`config.mk`:
```
export PLATFORM = sky130hd
export DESIGN_NAME = nios2_oci_dct_capture
export DESIGN_NICKNAME = d
export VERILOG_FILES = /design/src/rtl/nios2_oci_dct_pkg.sv /design/src/rtl/nios2_oci_dct_ram.sv /design/src/rtl/nios2_oci_dct_capture.sv
export SDC_FILE = /design/constraint.sdc
export NUM_CORES = 1
export LEC_CHECK = 0
export ABC_AREA = 1
export CORE_MARGIN = 2
export CORE_UTILIZATION = 55
export DETAILED_ROUTE_END_ITERATION = 8
export GPL_ROUTABILITY_DRIVEN = 0
export PLACE_DENSITY = 0.73
export RECOVER_POWER = 50
export SKIP_CTS_REPAIR_TIMING = 1
export SYNTH_ARGS = -nofsm -noshare
export SYNTH_HDL_FRONTEND = slang
export SYNTH_HIERARCHICAL = 1
export SYNTH_SLANG_ARGS = --single-unit
```
`constraint.sdc`:
```
create_clock -name clk -period 5.3 [get_ports clk]
set_input_delay 1.325 -clock clk [delete_from_list [all_inputs] [get_ports clk]]
set_output_delay 1.325 -clock clk [all_outputs]
set_load 0.03 [all_outputs]
```
`src/rtl/nios2_oci_dct_pkg.sv`:
```
// nios2_oci_dct_pkg: shared state encoding and entry-width constants for the DCT capture buffer
package nios2_oci_dct_pkg;
    typedef enum logic [1:0] {IDLE, CAPTURE, FLUSH, ENDED} state_e;
    localparam int DEF_DATA_W = 30;
    localparam int DEF_CNT_W = 4;
    localparam int ENTRY_W = DEF_CNT_W + DEF_DATA_W;
    function automatic int entry_width(input int cnt_w, input int data_w);
        return cnt_w + data_w;
    endfunction
endpackage

```
`src/rtl/nios2_oci_dct_ram.sv`:
```
// nios2_oci_dct_ram: DEPTH x W storage, one synchronous write port, one asynchronous read port
module nios2_oci_dct_ram #(
    parameter int W = 34,
    parameter int DEPTH = 16,
    localparam int AW = $clog2(DEPTH)
) (
    input  logic          clk,
    input  logic          we_i,
    input  logic [AW-1:0] waddr_i,
    input  logic [W-1:0]  wdata_i,
    input  logic [AW-1:0] raddr_i,
    output logic [W-1:0]  rdata_o
);
    logic [W-1:0] mem_q [DEPTH];
    always_ff @(posedge clk)
        if (we_i) mem_q[waddr_i] <= wdata_i;
    assign rdata_o = mem_q[raddr_i];
endmodule

```
`src/rtl/nios2_oci_dct_capture.sv`:
```
// nios2_oci_dct_capture: trace capture FIFO with flush sequencing; NIOS2_OCI_DCT_WRAP_EN overwrites oldest when full
import nios2_oci_dct_pkg::*;
module nios2_oci_dct_capture #(
    parameter int DATA_W = DEF_DATA_W,
    parameter int CNT_W = DEF_CNT_W,
    parameter int DEPTH = 16,
    localparam int EW = entry_width(CNT_W, DATA_W),
    localparam int AW = $clog2(DEPTH),
    localparam int LW = AW + 1
) (
    input  logic              clk,
    input  logic              reset_n,
    input  logic              arm,
    input  logic              dct_valid,
    input  logic [DATA_W-1:0] dct_buffer,
    input  logic [CNT_W-1:0]  dct_count,
    input  logic              test_ending,
    input  logic              rd_ready,
    output logic              rd_valid,
    output logic [EW-1:0]     rd_data,
    output logic [LW-1:0]     level,
    output logic [15:0]       drop_cnt,
    output logic              test_has_ended
);
    state_e state_q, state_d;
    logic [AW-1:0] wr_ptr_q, rd_ptr_q;
    logic [LW-1:0] level_q, level_d;
    logic [15:0] drop_q, drop_d;
    logic wr_req, pop, full, drop, ovw, wr_en, arm_ok;
    assign rd_valid = level_q != '0;
    assign pop = rd_valid && rd_ready;
    assign full = level_q == LW'(DEPTH);
    assign wr_req = state_q == CAPTURE && dct_valid && dct_count != '0;
    assign drop = wr_req && full && !pop;
`ifdef NIOS2_OCI_DCT_WRAP_EN
    assign ovw = drop;
    assign wr_en = wr_req;
`else
    assign ovw = 1'b0;
    assign wr_en = wr_req && !drop;
`endif
    assign arm_ok = arm && !test_ending && (state_q == IDLE || state_q == ENDED);
    always_comb begin
        state_d = state_q;
        case (state_q)
            IDLE:    state_d = test_ending ? (level_q == '0 ? ENDED : FLUSH) : arm ? CAPTURE : IDLE;
            CAPTURE: state_d = test_ending ? FLUSH : CAPTURE;
            FLUSH:   state_d = level_q == '0 ? ENDED : FLUSH;
            ENDED:   state_d = arm_ok ? CAPTURE : ENDED;
            default: state_d = IDLE;
        endcase
        // an overwrite replaces the oldest entry, so occupancy does not grow
        level_d = level_q + LW'(wr_en && !ovw) - LW'(pop);
        drop_d = arm_ok ? '0 : (drop && drop_q != 16'hFFFF) ? drop_q + 16'd1 : drop_q;
    end
    always_ff @(posedge clk or negedge reset_n) begin
        if (!reset_n) begin
            state_q <= IDLE;
            wr_ptr_q <= '0;
            rd_ptr_q <= '0;
            level_q <= '0;
            drop_q <= '0;
        end else begin
            state_q <= state_d;
            level_q <= level_d;
            drop_q <= drop_d;
            if (wr_en) wr_ptr_q <= wr_ptr_q + AW'(1);
            if (pop || ovw) rd_ptr_q <= rd_ptr_q + AW'(1);
        end
    end
    nios2_oci_dct_ram #(.W(EW), .DEPTH(DEPTH)) u_ram (
        .clk(clk),
        .we_i(wr_en),
        .waddr_i(wr_ptr_q),
        .wdata_i({dct_count, dct_buffer}),
        .raddr_i(rd_ptr_q),
        .rdata_o(rd_data)
    );
    assign level = level_q;
    assign drop_cnt = drop_q;
    assign test_has_ended = state_q == ENDED;
endmodule

```
==> impl_metrics.env <==
export IMPL_root_buffer="clkbuf_16"
export IMPL_drt_wl_total_mm=59.54
export IMPL_vias_per_cell=5.435
export IMPL_startpoint="rd_ptr_q[1]"
export IMPL_setup_tns_ns=0
export IMPL_die_y_um=218.3
export IMPL_yosys_warnings=6
export IMPL_synth_flop_cell="edfxtp_1"
export IMPL_leakagePower_uw=0.01215
export IMPL_worst_slew_pin_slew_ns=1.780
export IMPL_die_x_um=218.3
export IMPL_worstSetupStartpointType="flop"
export IMPL_place_area_um2=27030
export IMPL_final_cell_mix="nand2_1 (777), edfxtp_1 (544), nand3_1 (437), inv_1 (436), clkdlybuf4s50_1 (58)"
export IMPL_track_usage_pct=25.21
export IMPL_crit_arrival_ns=3.49
export IMPL_boundaryPins=97
export IMPL_hold_viol=0
export IMPL_clk_path_buf_depth=3
export IMPL_drc=0
export IMPL_async_reset_ff_share_pct=5.391
export IMPL_vias=17320
export IMPL_hp_class="reg2reg"
export IMPL_grt_start_max_net_pins=178
export IMPL_synthCells=2462
export IMPL_rsz0062_at_grt="no"
export IMPL_dieArea_um2=47640
export IMPL_p_total_uw=14250
export IMPL_start_util_pct=55.64
export IMPL_cp_common_cell="nand3_1"
export IMPL_maxCapViolCount=2
export IMPL_critical_path_buf_inv_count=3
export IMPL_worstSetupEndpointType="output port"
export IMPL_core_um2=45380
export IMPL_cts_sink_count=575
export IMPL_powerDensity_nw_per_um2=497.4
export IMPL_cts_clk_slew_worst_paths_ns=0.06
export IMPL_synth_edff_count=544
export IMPL_synth_cell_types=31
export IMPL_ant_nets=0
export IMPL_dp_hpwl_mm=32.45
export IMPL_cts_tree="done"
export IMPL_insertion_delay_ns=0.60
export IMPL_synth_area_per_cell_um2=10.26
export IMPL_cts_buffers_inserted=56
export IMPL_critPathMaxFanout=40
export IMPL_grt_pass1_wl_mm=92.31
export IMPL_drt_iter0_drc=1628
export IMPL_slowest_delay_ns=0.69
export IMPL_finClkSkew_ns=0.007349
export IMPL_synth_cell_area_um2=25250
export IMPL_final_common_cell="nand2_1"
export IMPL_holdCritStartpoint="level[0]"
export IMPL_fin_crit_sh_pct=90.88
export IMPL_ys_seq_area_share_pct=67.76
export IMPL_critPathTopFamily="buffers and inverters"
export IMPL_final_util_pct=63.14
export IMPL_slew_violations=58
export IMPL_overflow=0
export IMPL_relSlewSlack_pct=-18.66
export IMPL_setup_viol=0
export IMPL_r2r_start="state_q[1]"
export IMPL_drive_gt1_share_pct=5.684
export IMPL_diodes=0
export IMPL_required_ns=3.97
export IMPL_violations="capacitance limit, slew limit"
export IMPL_path_cells="inv_4, buf_4, nand3_1, nand3_1, nand3_1, nand2_1, clkdlybuf4s50_1"
export IMPL_antenna_found_initial=1
export IMPL_outcome="finished, violations left"
export IMPL_nNetsFinal=2597
export IMPL_dp_cells=3086
export IMPL_ir_worst_vdd_mv=0.4891
export IMPL_ff2ff_setup_slack_ns=2.29
export IMPL_wl_per_cell_um=18.69
export IMPL_port_buffers=96
export IMPL_synthesis_nets=2515
export IMPL_fin_crit_ns=4.817
export IMPL_worstSetupPathType="reg2out"
export IMPL_grt_pass1_vias=16950
export IMPL_dr_pass1_iters=6
export IMPL_stdcell_count=3186
export IMPL_ys_ff_latch=575
export IMPL_clock_fmax_mhz=207.6
export IMPL_htreeDepth=2
export IMPL_syn2layout_area_growth_pct=13.47
export IMPL_cp_slowest_cell="clkdlybuf4s50_1"
export IMPL_design_area_um2=28650
export IMPL_rows=78
[registers in the layout, summed over array words and instances, names as in the netlist]
name,count
u_ram/mem_q,544
drop_cnt,16
level,5
rd_ptr_q,4
wr_ptr_q,4
state_q,2
[worst paths after layout]
check	to	cells past startpoint
setup / recovery	rd_data[4]	7
hold / removal	level[0]	1
setup reg to reg	u_ram/mem_q[0][9]	11
hold reg to reg	level[0]	1
max in group asynchronous	rd_ptr_q[1]	2
min in group asynchronous	drop_cnt[14]	2
[final cells by class]
class / instances / area, um2
sequential: 575 / 17120
fill: 3433 / 16730
multi-input combinational: 1329 / 6010
inverter: 443 / 1673
clock buffer: 75 / 1504
timing repair buffer: 139 / 1453
tap: 600 / 750.7
clock inverter: 25 / 142.6
[cells by family (layout without fill, tap and decap cells)]
kind of cell / count (synthesis) / in the layout / share of synthesized area [%]
simple gates: 1280 / 1280 / 21.67
flops: 575 / 575 / 67.76
buf+inv: 558 / 682 / 8.884
compound gates: 18 / 18 / 0.3765
xor+xnor: 17 / 17 / 0.5896
fa+ha+maj: 13 / 13 / 0.6739
mux: 1 / 1 / 0.04459
[cell usage after synthesis, types with 2 or more instances]
cell,count,area [um2]
nand2_1,777,2917
edfxtp_1,544,16340
nand3_1,436,2182
inv_1,434,1629
buf_2,67,335.3
nor2_1,38,142.6
dfrtp_1,31,775.7
clkbuf_1,20,75.07
buf_1,15,56.30
xor2_1,13,113.9
ha_1,12,150.1
buf_4,11,82.58
inv_2,8,30.03
nand3_2,7,70.07
a21oi_1,6,30.03
nand3b_1,6,45.04
o21ai_0,5,25.02
o21ai_1,5,25.02
nand2_2,4,25.02
nand4_1,4,25.02
nor2_2,4,25.02
xnor2_1,4,35.03
nor2_4,2,22.52
o21bai_1,2,15.01
[routing by layer]
| metal | track usage (%) | wire [um] |
|---|---|---|
| met4 | 10.07 | 2232 |
| met1 | 32.60 | 23930 |
| met2 | 42.65 | 29300 |
| met3 | 4.175 | 4079 |
| met5 | 0 | 0 |
[stage by stage]
stage	worst slack, ns	hold slack [ns]
finish	0.4832	0.5803
global route	0.3666	0.5915
CTS	0.4790	0.5837
detailed placement	0.9784	0.5701
global placement	1.032	0.5525
floorplan	1.427	0.4364
[power breakdown]
group          internal [uW]  total, uW  switching (uW)
clock network           2030       3640            1620
registers               5100       5250             143
logic                   1680       5360            3680
total                   8810      14300            5440
No activity file was read; power rests on OpenSTA's default activity.
